`config.mk`:
```
export PLATFORM = sky130hd
export DESIGN_NAME = count_display_scan
export DESIGN_NICKNAME = d
export VERILOG_FILES = /design/src/rtl/disp_pkg.sv /design/src/rtl/seg7_decode.sv /design/src/rtl/count_display_scan.sv
export SDC_FILE = /design/constraint.sdc
export NUM_CORES = 1
export LEC_CHECK = 0
export ABC_CLOCK_PERIOD_IN_PS = 3600
export BUFFER_PORTS_ARGS = -buffer_cell sky130_fd_sc_hd__buf_2
export CAP_MARGIN = 20
export CORE_ASPECT_RATIO = 0.6
export CORE_MARGIN = 4
export CORE_UTILIZATION = 35
export CTS_BUF_LIST = sky130_fd_sc_hd__clkbuf_2 sky130_fd_sc_hd__clkbuf_4 sky130_fd_sc_hd__clkbuf_8
export DETAILED_ROUTE_END_ITERATION = 7
export PLACE_DENSITY = 0.49
export RECOVER_POWER = 100
export SLEW_MARGIN = 30
export SYNTH_ARGS = -nofsm -noshare
export SYNTH_HDL_FRONTEND = slang
export SYNTH_SLANG_ARGS = --single-unit
```
`constraint.sdc`:
```
create_clock -name clk -period 3.6 [get_ports clk]
set_input_delay 0.18 -clock clk [delete_from_list [all_inputs] [get_ports clk]]
set_output_delay 0.18 -clock clk [all_outputs]
set_load 0.02 [all_outputs]
```
`src/rtl/disp_pkg.sv`:
```
// disp_pkg: segment codes, decoder nibble selects and digit-slot encoding shared by the display path
package disp_pkg;
  localparam logic [6:0] SEG_0 = 7'h3F;
  localparam logic [6:0] SEG_1 = 7'h06;
  localparam logic [6:0] SEG_2 = 7'h5B;
  localparam logic [6:0] SEG_3 = 7'h4F;
  localparam logic [6:0] SEG_4 = 7'h66;
  localparam logic [6:0] SEG_5 = 7'h6D;
  localparam logic [6:0] SEG_6 = 7'h7D;
  localparam logic [6:0] SEG_7 = 7'h07;
  localparam logic [6:0] SEG_8 = 7'h7F;
  localparam logic [6:0] SEG_9 = 7'h6F;
  localparam logic [6:0] SEG_E = 7'h79;
  localparam logic [6:0] SEG_BLANK = 7'h00;
  localparam logic [3:0] BLANK = 4'hF;
  localparam logic [3:0] ERR = 4'hE;
  typedef enum logic [1:0] {DIG_CNT_ONES, DIG_CNT_TENS, DIG_TAL_ONES, DIG_TAL_TENS} dig_e;
endpackage

```
`src/rtl/seg7_decode.sv`:
```
// seg7_decode: nibble to active-high {g,f,e,d,c,b,a}; 0-9, E, anything else blank
module seg7_decode
  import disp_pkg::*;
(
  input  logic [3:0] nib,
  output logic [6:0] seg
);
  always_comb begin
    case (nib)
      4'd0: seg = SEG_0;
      4'd1: seg = SEG_1;
      4'd2: seg = SEG_2;
      4'd3: seg = SEG_3;
      4'd4: seg = SEG_4;
      4'd5: seg = SEG_5;
      4'd6: seg = SEG_6;
      4'd7: seg = SEG_7;
      4'd8: seg = SEG_8;
      4'd9: seg = SEG_9;
      ERR:  seg = SEG_E;
      default: seg = SEG_BLANK;
    endcase
  end
endmodule

```
`src/rtl/count_display_scan.sv`:
```
// count_display_scan: samples an upstream counter, tallies MAX->0 wraps in BCD and scans both onto a 4-digit display
module count_display_scan
  import disp_pkg::*;
#(
  parameter int REFRESH_DIV    = 50000,
  parameter int MAX_COUNT      = 10,
  parameter bit SEG_ACTIVE_LOW = 1'b1
) (
  input  logic       clk,
  input  logic       rst,
  input  logic [3:0] q_in,
  output logic [6:0] seg,
  output logic [3:0] an,
  output logic       wrap_pulse,
  output logic [7:0] tally_bcd,
  output logic       err
);
  localparam int PW = $clog2(REFRESH_DIV);
  localparam logic [PW-1:0] PS_LAST = PW'(REFRESH_DIV - 1);
  localparam logic [3:0] MAX = 4'(MAX_COUNT);
  localparam logic [6:0] SEG_OFF = SEG_ACTIVE_LOW ? 7'h7F : 7'h00;
  localparam logic [3:0] AN_OFF = SEG_ACTIVE_LOW ? 4'hF : 4'h0;
  logic [3:0] q_r_q, q_r_d, q_prev_q, q_prev_d;
  logic [3:0] ones_q, ones_d, tens_q, tens_d;
  logic [3:0] cnt_tens, cnt_ones, nib, an_q, an_d, an_hot;
  logic [PW-1:0] ps_q, ps_d;
  dig_e idx_q, idx_d;
  logic wrap_q, wrap_d, err_q, err_d, tick;
  logic [6:0] seg_hi, seg_q, seg_d;
  seg7_decode u_dec (.nib(nib), .seg(seg_hi));
  always_comb begin
    q_r_d = q_in;
    q_prev_d = q_r_q;
    wrap_d = q_prev_q == MAX && q_r_q == 4'd0;
    err_d = q_r_q > MAX;
    ones_d = wrap_q ? (ones_q == 4'd9 ? 4'd0 : ones_q + 4'd1) : ones_q;
    tens_d = wrap_q && ones_q == 4'd9 ? (tens_q == 4'd9 ? 4'd0 : tens_q + 4'd1) : tens_q;
    tick = ps_q == PS_LAST;
    ps_d = tick ? '0 : ps_q + 1'b1;
    idx_d = tick ? dig_e'(idx_q + 2'd1) : idx_q;
    cnt_tens = q_r_q >= 4'd10 ? 4'd1 : 4'd0;
    cnt_ones = q_r_q - (q_r_q >= 4'd10 ? 4'd10 : 4'd0);
    // display sources are read live so a value change shows on the lit digit next cycle
    nib = idx_q == DIG_CNT_ONES ? (err_q ? BLANK : cnt_ones) :
          idx_q == DIG_CNT_TENS ? (err_q ? ERR : (cnt_tens == 4'd0 ? BLANK : cnt_tens)) :
          idx_q == DIG_TAL_ONES ? ones_q :
          (tens_q == 4'd0 ? BLANK : tens_q);
    an_hot = 4'b0001 << idx_q;
    seg_d = SEG_ACTIVE_LOW ? ~seg_hi : seg_hi;
    an_d = SEG_ACTIVE_LOW ? ~an_hot : an_hot;
  end
  always_ff @(posedge clk) begin
    if (rst) begin
      q_r_q <= '0;
      q_prev_q <= '0;
      wrap_q <= 1'b0;
      err_q <= 1'b0;
      ones_q <= '0;
      tens_q <= '0;
      ps_q <= '0;
      idx_q <= DIG_CNT_ONES;
      seg_q <= SEG_OFF;
      an_q <= AN_OFF;
    end else begin
      q_r_q <= q_r_d;
      q_prev_q <= q_prev_d;
      wrap_q <= wrap_d;
      err_q <= err_d;
      ones_q <= ones_d;
      tens_q <= tens_d;
      ps_q <= ps_d;
      idx_q <= idx_d;
      seg_q <= seg_d;
      an_q <= an_d;
    end
  end
  assign seg = seg_q;
  assign an = an_q;
  assign wrap_pulse = wrap_q;
  assign tally_bcd = {tens_q, ones_q};
  assign err = err_q;
endmodule

```
==> flow_summary.toml, run 1 <==
[outcome]
outcome = "finished, final reports clean"

[min_path]
holdPathStages = 2
timing.hold.worst.class = "in2reg"

[global_route]
first_global_vias = 1488
grt_use_total_pct = 11.9
antenna_found_initial = 0
overflow = 0
grt_start_max_net_pins = 28
first_pass_grt_wire_length_um = 7540

[clock_network]
post-cts-setup-buffer-count = 0
clockRootBuffer = "clkbuf_8"
cts_hold_buffers = 0
numCtsBuffers = 5
max-clock-path-buffers = 2
cts.repair.resized = 0
cts_tree = "done"
cts.reportedPaths.clkPinSlew_ns = 0.10
tritoncts_num_sinks = 47
insertion_delay_ns = 0.30
cts-htree-levels = 2

[cells_and_area]
final_core_utilization_pct = 40.5
fraction_of_layout_cells_with_a_size_suffix_above_1_pct = 7.22
syn2layout_area_growth_pct = 12.1
insertedDiodeCount = 0
num-nets-final = 280

[routing]
drt-wirelength-per-cell_um = 13.0
firstDrtPassIters = 4
drt_first_iter_violations = 66
drt-total-wl_um = 4500
avgViaCountPerCell = 4.61
num_vias = 1599
drcViolationCount = 0
ant_nets = 0

[timing]
final-hold-violation-count = 0
final_min_period_over_clock_period_pct = 86.5
worst_hold_slack_ns = 0.0749
pin_slew_with_the_least_headroom_to_its_limit_ns = 1.19
setup_viol_count_final = 0
max_freq_mhz = 321
slew_headroom_pct = 21.0
setup_tns_ns = 0
final_period_minus_worst_setup_slack_ns = 3.11
fin_worst_skew_ns = 0.0139
final-max-slew-violation-count = 0
rsz0062_at_grt = "no"

[yosys]
unique_masters_post_synth = 43
postSynth.asyncResetShare_pct = 0
synth-main-ff-cell = "dfxtp_1"
post_synth_edffs = 0
yosysWarnings = 0
synth_seq_cells = 47
yosysSeqAreaShare_pct = 42.6
syn_inst = 238
synth_area_um2 = 2210
post_synth.cell_area_avg_um2 = 9.28
net_count_of_the_mapped_netlist = 256

[die]
io_pins = 27
die_area_um2 = 7690
initial_standard_cell_utilization_of_the_core_pct = 36.2
fp.coreArea_um2 = 6110
core_rows = 22
die_width_um = 111
die_span_y_um = 69.5

[critical_path]
arrival_ns = 3.34
rr_worst_depth = 9
cp.required_ns = 3.83
timing_worst_setup_path_type = "reg2reg"
worst_setup_path_start_kind = "flop"
timing.critical_path.fanout_max = 9
end_kind = "flop"

[power_and_ir_drop]
worst_ir_drop_on_vdd_mv = 0.205
leakage_nw = 0.948
p_per_area_nw_per_um2 = 446

[flow_run]
max_cap_violations = 0

[placed_design]
numPortBuffers = 26
place_hpwl_um = 3230
gp_congestion = 0.782
==> report_power, final <==
part / switching (mW) / total [mW] / internal (mW)
sequential: 0.00874 / 0.546 / 0.537
clock: 0.186 / 0.463 / 0.277
combinational: 0.0595 / 0.0950 / 0.0354
==> worst paths after layout <==
| check | start | endpoint | slack (ns) |
|---|---|---|---|
| worst max-delay path | idx_q[0] | seg[4] | 0.49 |
| worst min register to register | q_prev_q[0] | wrap_pulse | 0.42 |
| worst min-delay path | q_in[3] | q_prev_d[3] | 0.07 |
| worst max register to register | idx_q[0] | seg[4] | 0.49 |
==> layer usage <==
layer  track usage [%]  vias up  routed length, µm
li1                  -      860                  -
met4              3.69        0                 42
met1              19.4      706               2700
met3              4.01        5                238
met5                 0        -                  0
met2              13.8       28               1520
==> placed cells by master, fill, tap and decap left out, drive strengths merged, types with 2 or more instances in the layout <==
| cell type | netlist | final |
|---|---|---|
| a211o | 2 | 2 |
| a21o | 3 | 3 |
| a21oi | 5 | 5 |
| a311o | 3 | 3 |
| and3 | 5 | 5 |
| and4 | 3 | 3 |
| buf | 4 | 4 |
| bufinv | 0 | 2 |
| clkbuf | 5 | 27 |
| dfxtp | 47 | 47 |
| ha | 12 | 12 |
| inv | 15 | 14 |
| mux2 | 3 | 3 |
| nand2 | 17 | 17 |
| nand3 | 6 | 6 |
| nand4 | 3 | 3 |
| nor2 | 28 | 28 |
| nor2b | 13 | 13 |
| nor3 | 9 | 9 |
| nor3b | 4 | 4 |
| nor4 | 5 | 5 |
| nor4b | 2 | 2 |
| o211ai | 2 | 2 |
| o21ai | 6 | 6 |
| or3 | 4 | 4 |
| xnor2 | 14 | 14 |
| xor2 | 6 | 6 |
==> cells by family (layout without fill, tap and decap cells) <==
group | after synthesis | in the layout | synth area share (%)
buf+inv | 24 | 49 | 5.44
simple gates | 102 | 102 | 25.1
xor+xnor | 20 | 20 | 7.93
flops | 47 | 47 | 42.6
mux | 4 | 4 | 2.32
fa+ha+maj | 12 | 12 | 6.79
compound gates | 29 | 29 | 9.85
==> synthesized netlist by cell type (2+ instances only) <==
library cell	number	area share (%)
a211o_1	2	0.79
mux2_4	2	1.4
a21o_1	3	1.0
a311o_1	3	1.4
xnor2_1	14	5.5
a21oi_1	5	1.1
nor3_1	9	2.0
nor4_1	3	0.85
nor2_1	28	4.8
buf_6	4	2.0
nor4b_1	2	0.79
inv_1	14	2.4
nand2_1	17	2.9
nand4_1	3	0.85
xor2_1	6	2.4
o21ai_0	6	1.4
nor2b_1	13	3.7
clkbuf_1	5	0.85
o211ai_1	2	0.68
and4_1	3	1.2
or3_1	4	1.1
ha_1	12	6.8
dfxtp_1	47	43
nand3_1	6	1.4
and3_1	5	1.4
nor3b_1	3	1.0
==> registers in the layout (all words and copies together) (netlist names) <==
name        cells
q_prev_d        4
ps_q           16
wrap_pulse      1
tens_q          4
an              4
seg             7
ones_q          4
q_prev_q        4
err             1
idx_q           2
==> stage by stage <==
stage	area (µm²)	instances	worst slack [ns]	total power, mW
after detailed placement	2380	339	0.719	0.658
after global placement	2380	339	0.841	0.658
final	2480	347	0.487	1.10
after global routing	2480	347	0.254	1.15
after floorplan	2210	238	1.14	0.634
after CTS	2520	347	0.680	1.13
==> area by class of cell <==
class	count	area, µm²
clock inverter	3	67.6
multi-input combinational	167	1140
inverter	15	56.3
timing repair buffer	26	103
sequential	47	941
clock buffer	5	68.8
tap	84	105
fill	649	3630
==> critical path, cell delays in order, from the launching register on <==
cell and delay (ns):
dfxtp_1 0.38, inv_1 0.10, ha_1 0.32, nor4_1 0.21, a2111oi_0 0.11, a221oi_1 0.72, clkinv_1 0.40, ha_1 0.34
mux2_4 0.27, a31oi_1 0.19
No activity file was read; power rests on OpenSTA's default activity.
==> run 2: changes to the inputs <==
- CORE_UTILIZATION: 35 -> 50
- PLACE_DENSITY: 0.49 -> 0.66
- SLEW_MARGIN: 30 -> 20
==> flow_summary.toml, run 2 (same netlist as run 1, synthesis figures left out) <==
[flow_run]
max_cap_violations = 0

[routing]
num_vias = 1664
drt_first_iter_violations = 94
drcViolationCount = 0
drt-wirelength-per-cell_um = 13.0
drt-total-wl_um = 4190
avgViaCountPerCell = 5.15
firstDrtPassIters = 4
ant_nets = 0

[power_and_ir_drop]
seq_power_share_pct = 49.8
net-switching-power_mw = 0.237
leakage_nw = 0.955
combPwrFrac_pct = 8.6
worst_ir_drop_on_vdd_mv = 0.225
p_per_area_nw_per_um2 = 447
p_sw_share_pct = 21.6
power_report.internal_total_mw = 0.858
power_frac_clock_pct = 41.5

[placed_design]
gp_congestion = 0.848
postPlaceCellArea_um2 = 2350
dp_worst_setup_slack_ns = 0.726
place_hpwl_um = 3050
numPortBuffers = 26

[clock_network]
max-clock-path-buffers = 2
cts-htree-levels = 2
numCtsBuffers = 5
post-cts-setup-buffer-count = 0
cts_hold_buffers = 0
clockRootBuffer = "clkbuf_8"
cts.reportedPaths.clkPinSlew_ns = 0.09
cts.repair.resized = 0
cts_tree = "done"
tritoncts_num_sinks = 47
insertion_delay_ns = 0.29

[cells_and_area]
fraction_of_layout_cells_with_a_size_suffix_above_1_pct = 7.60
mostFrequentLayoutCells = "dfxtp_1 (47), nor2_1 (28), clkbuf_1 (22), nand2_1 (17)"
design_area_um2 = 2450
leading_cell_type_in_the_layout_fill_and_taps_excluded = "dfxtp_1"
largest_reg_flops = 16
largest-register = "ps_q"
num-nets-final = 280
syn2layout_area_growth_pct = 10.8
final_core_utilization_pct = 58.4
insertedDiodeCount = 0

[timing]
final-hold-violation-count = 0
fin_worst_skew_ns = 0.00585
setup_viol_count_final = 0
final_period_minus_worst_setup_slack_ns = 2.97
final-max-slew-violation-count = 0
slew_headroom_pct = 16.9
final.setup.worst_slack_ns = 0.629
rsz0062_at_grt = "no"
max_freq_mhz = 337
pin_slew_with_the_least_headroom_to_its_limit_ns = 1.25
final_min_period_over_clock_period_pct = 82.5
setup_tns_ns = 0

[critical_path]
cp.buffers_inverters = 2
arrival_ns = 3.15
worst_setup_path_start_kind = "flop"
cp.required_ns = 3.78
end_kind = "flop"
cpLargestDelayFamily = "compound AO/OA/AOI/OAI gates"
critPathSlowestCell = "a221oi_1"
timing.critical_path.fanout_max = 9
worstPathCellList = "inv_1 -> ha_1 -> nor4_1 -> a2111oi_0 -> a221oi_1 -> ha_1 -> inv_1 -> nor3_1 -> a211oi_1 -> a311o_1"
timing_worst_setup_path_type = "reg2reg"
critical-path-max-stage-delay_ns = 0.74

[global_route]
first_pass_grt_wire_length_um = 6980
antenna_found_initial = 0
grt_use_total_pct = 16.3
overflow = 0
grt_start_max_net_pins = 28
first_global_vias = 1430

[outcome]
outcome = "finished, final reports clean"

[die]
fp.coreArea_um2 = 4190
initial_standard_cell_utilization_of_the_core_pct = 52.7
die_area_um2 = 5580
io_pins = 27
core_rows = 18
die_span_y_um = 59.5
die_width_um = 93.8

[min_path]
timing.hold.worst.class = "in2reg"
==> run 2: cell types whose count changed in the layout (fill, tap and decap cells not counted), sizes merged <==
| cell | previous run | this run |
|---|---|---|
| clkinv | 1 | 0 |
| inv | 14 | 15 |
| clkinvlp | 1 | 0 |
| clkbuf | 27 | 28 |
==> run 2: layout make-up <==
cell class                 count  area [µm²]
clock inverter                 2        60.1
multi-input combinational    167        1140
clock buffer                   6        76.3
inverter                      15        56.3
timing repair buffer          26         103
fill                         392        1740
sequential                    47         941
tap                           60        75.1
==> run 2: metrics by stage <==
| stage | std cells | hold WS [ns] | total power [mW] |
|---|---|---|---|
| 2_1_floorplan | 238 | 0.308 | 0.634 |
| 4_1_cts | 323 | 0.0804 | 1.11 |
| 3_3_place_gp | 315 | 0.389 | 0.656 |
| 3_5_place_dp | 315 | 0.393 | 0.656 |
| 6_report | 323 | 0.0901 | 1.09 |
| 5_1_grt | 323 | 0.0866 | 1.14 |
==> run 2: power by group through the flow <==
stage	Sequential [mW]	Clock, mW	Combinational, mW
after global placement	0.557	0	0.0987
final	0.545	0.455	0.0943
after global routing	0.548	0.492	0.105
after CTS	0.545	0.466	0.0996
after detailed placement	0.557	0	0.0990
after floorplan	0.570	0	0.0640
==> run 2: worst register-to-register path: stages (launching register included) <==
cell and delay (ns):
dfxtp_1 0.37, inv_1 0.10, ha_1 0.32, nor4_1 0.21, a2111oi_0 0.11, a221oi_1 0.74
ha_1 0.32, inv_1 0.07, nor3_1 0.19, a211oi_1 0.09, a311o_1 0.34
==> run 2: path summary, 6_finish.rpt <==
path,start,to,slack (ns),cells after the start
setup reg to reg,idx_q[0],seg[6],0.63,10
setup / recovery,idx_q[0],seg[6],0.63,10
hold reg to reg,q_prev_q[0],wrap_pulse,0.42,1
hold / removal,q_in[3],q_prev_d[3],0.09,2
==> run 2: metal layers <==
metal	GRT usage (%)	wire length, µm	vias up
li1	-	-	861
met1	26.1	2340	759
met2	19.9	1560	42
met3	5.58	274	2
met4	4.32	21	0
met5	0	0	-
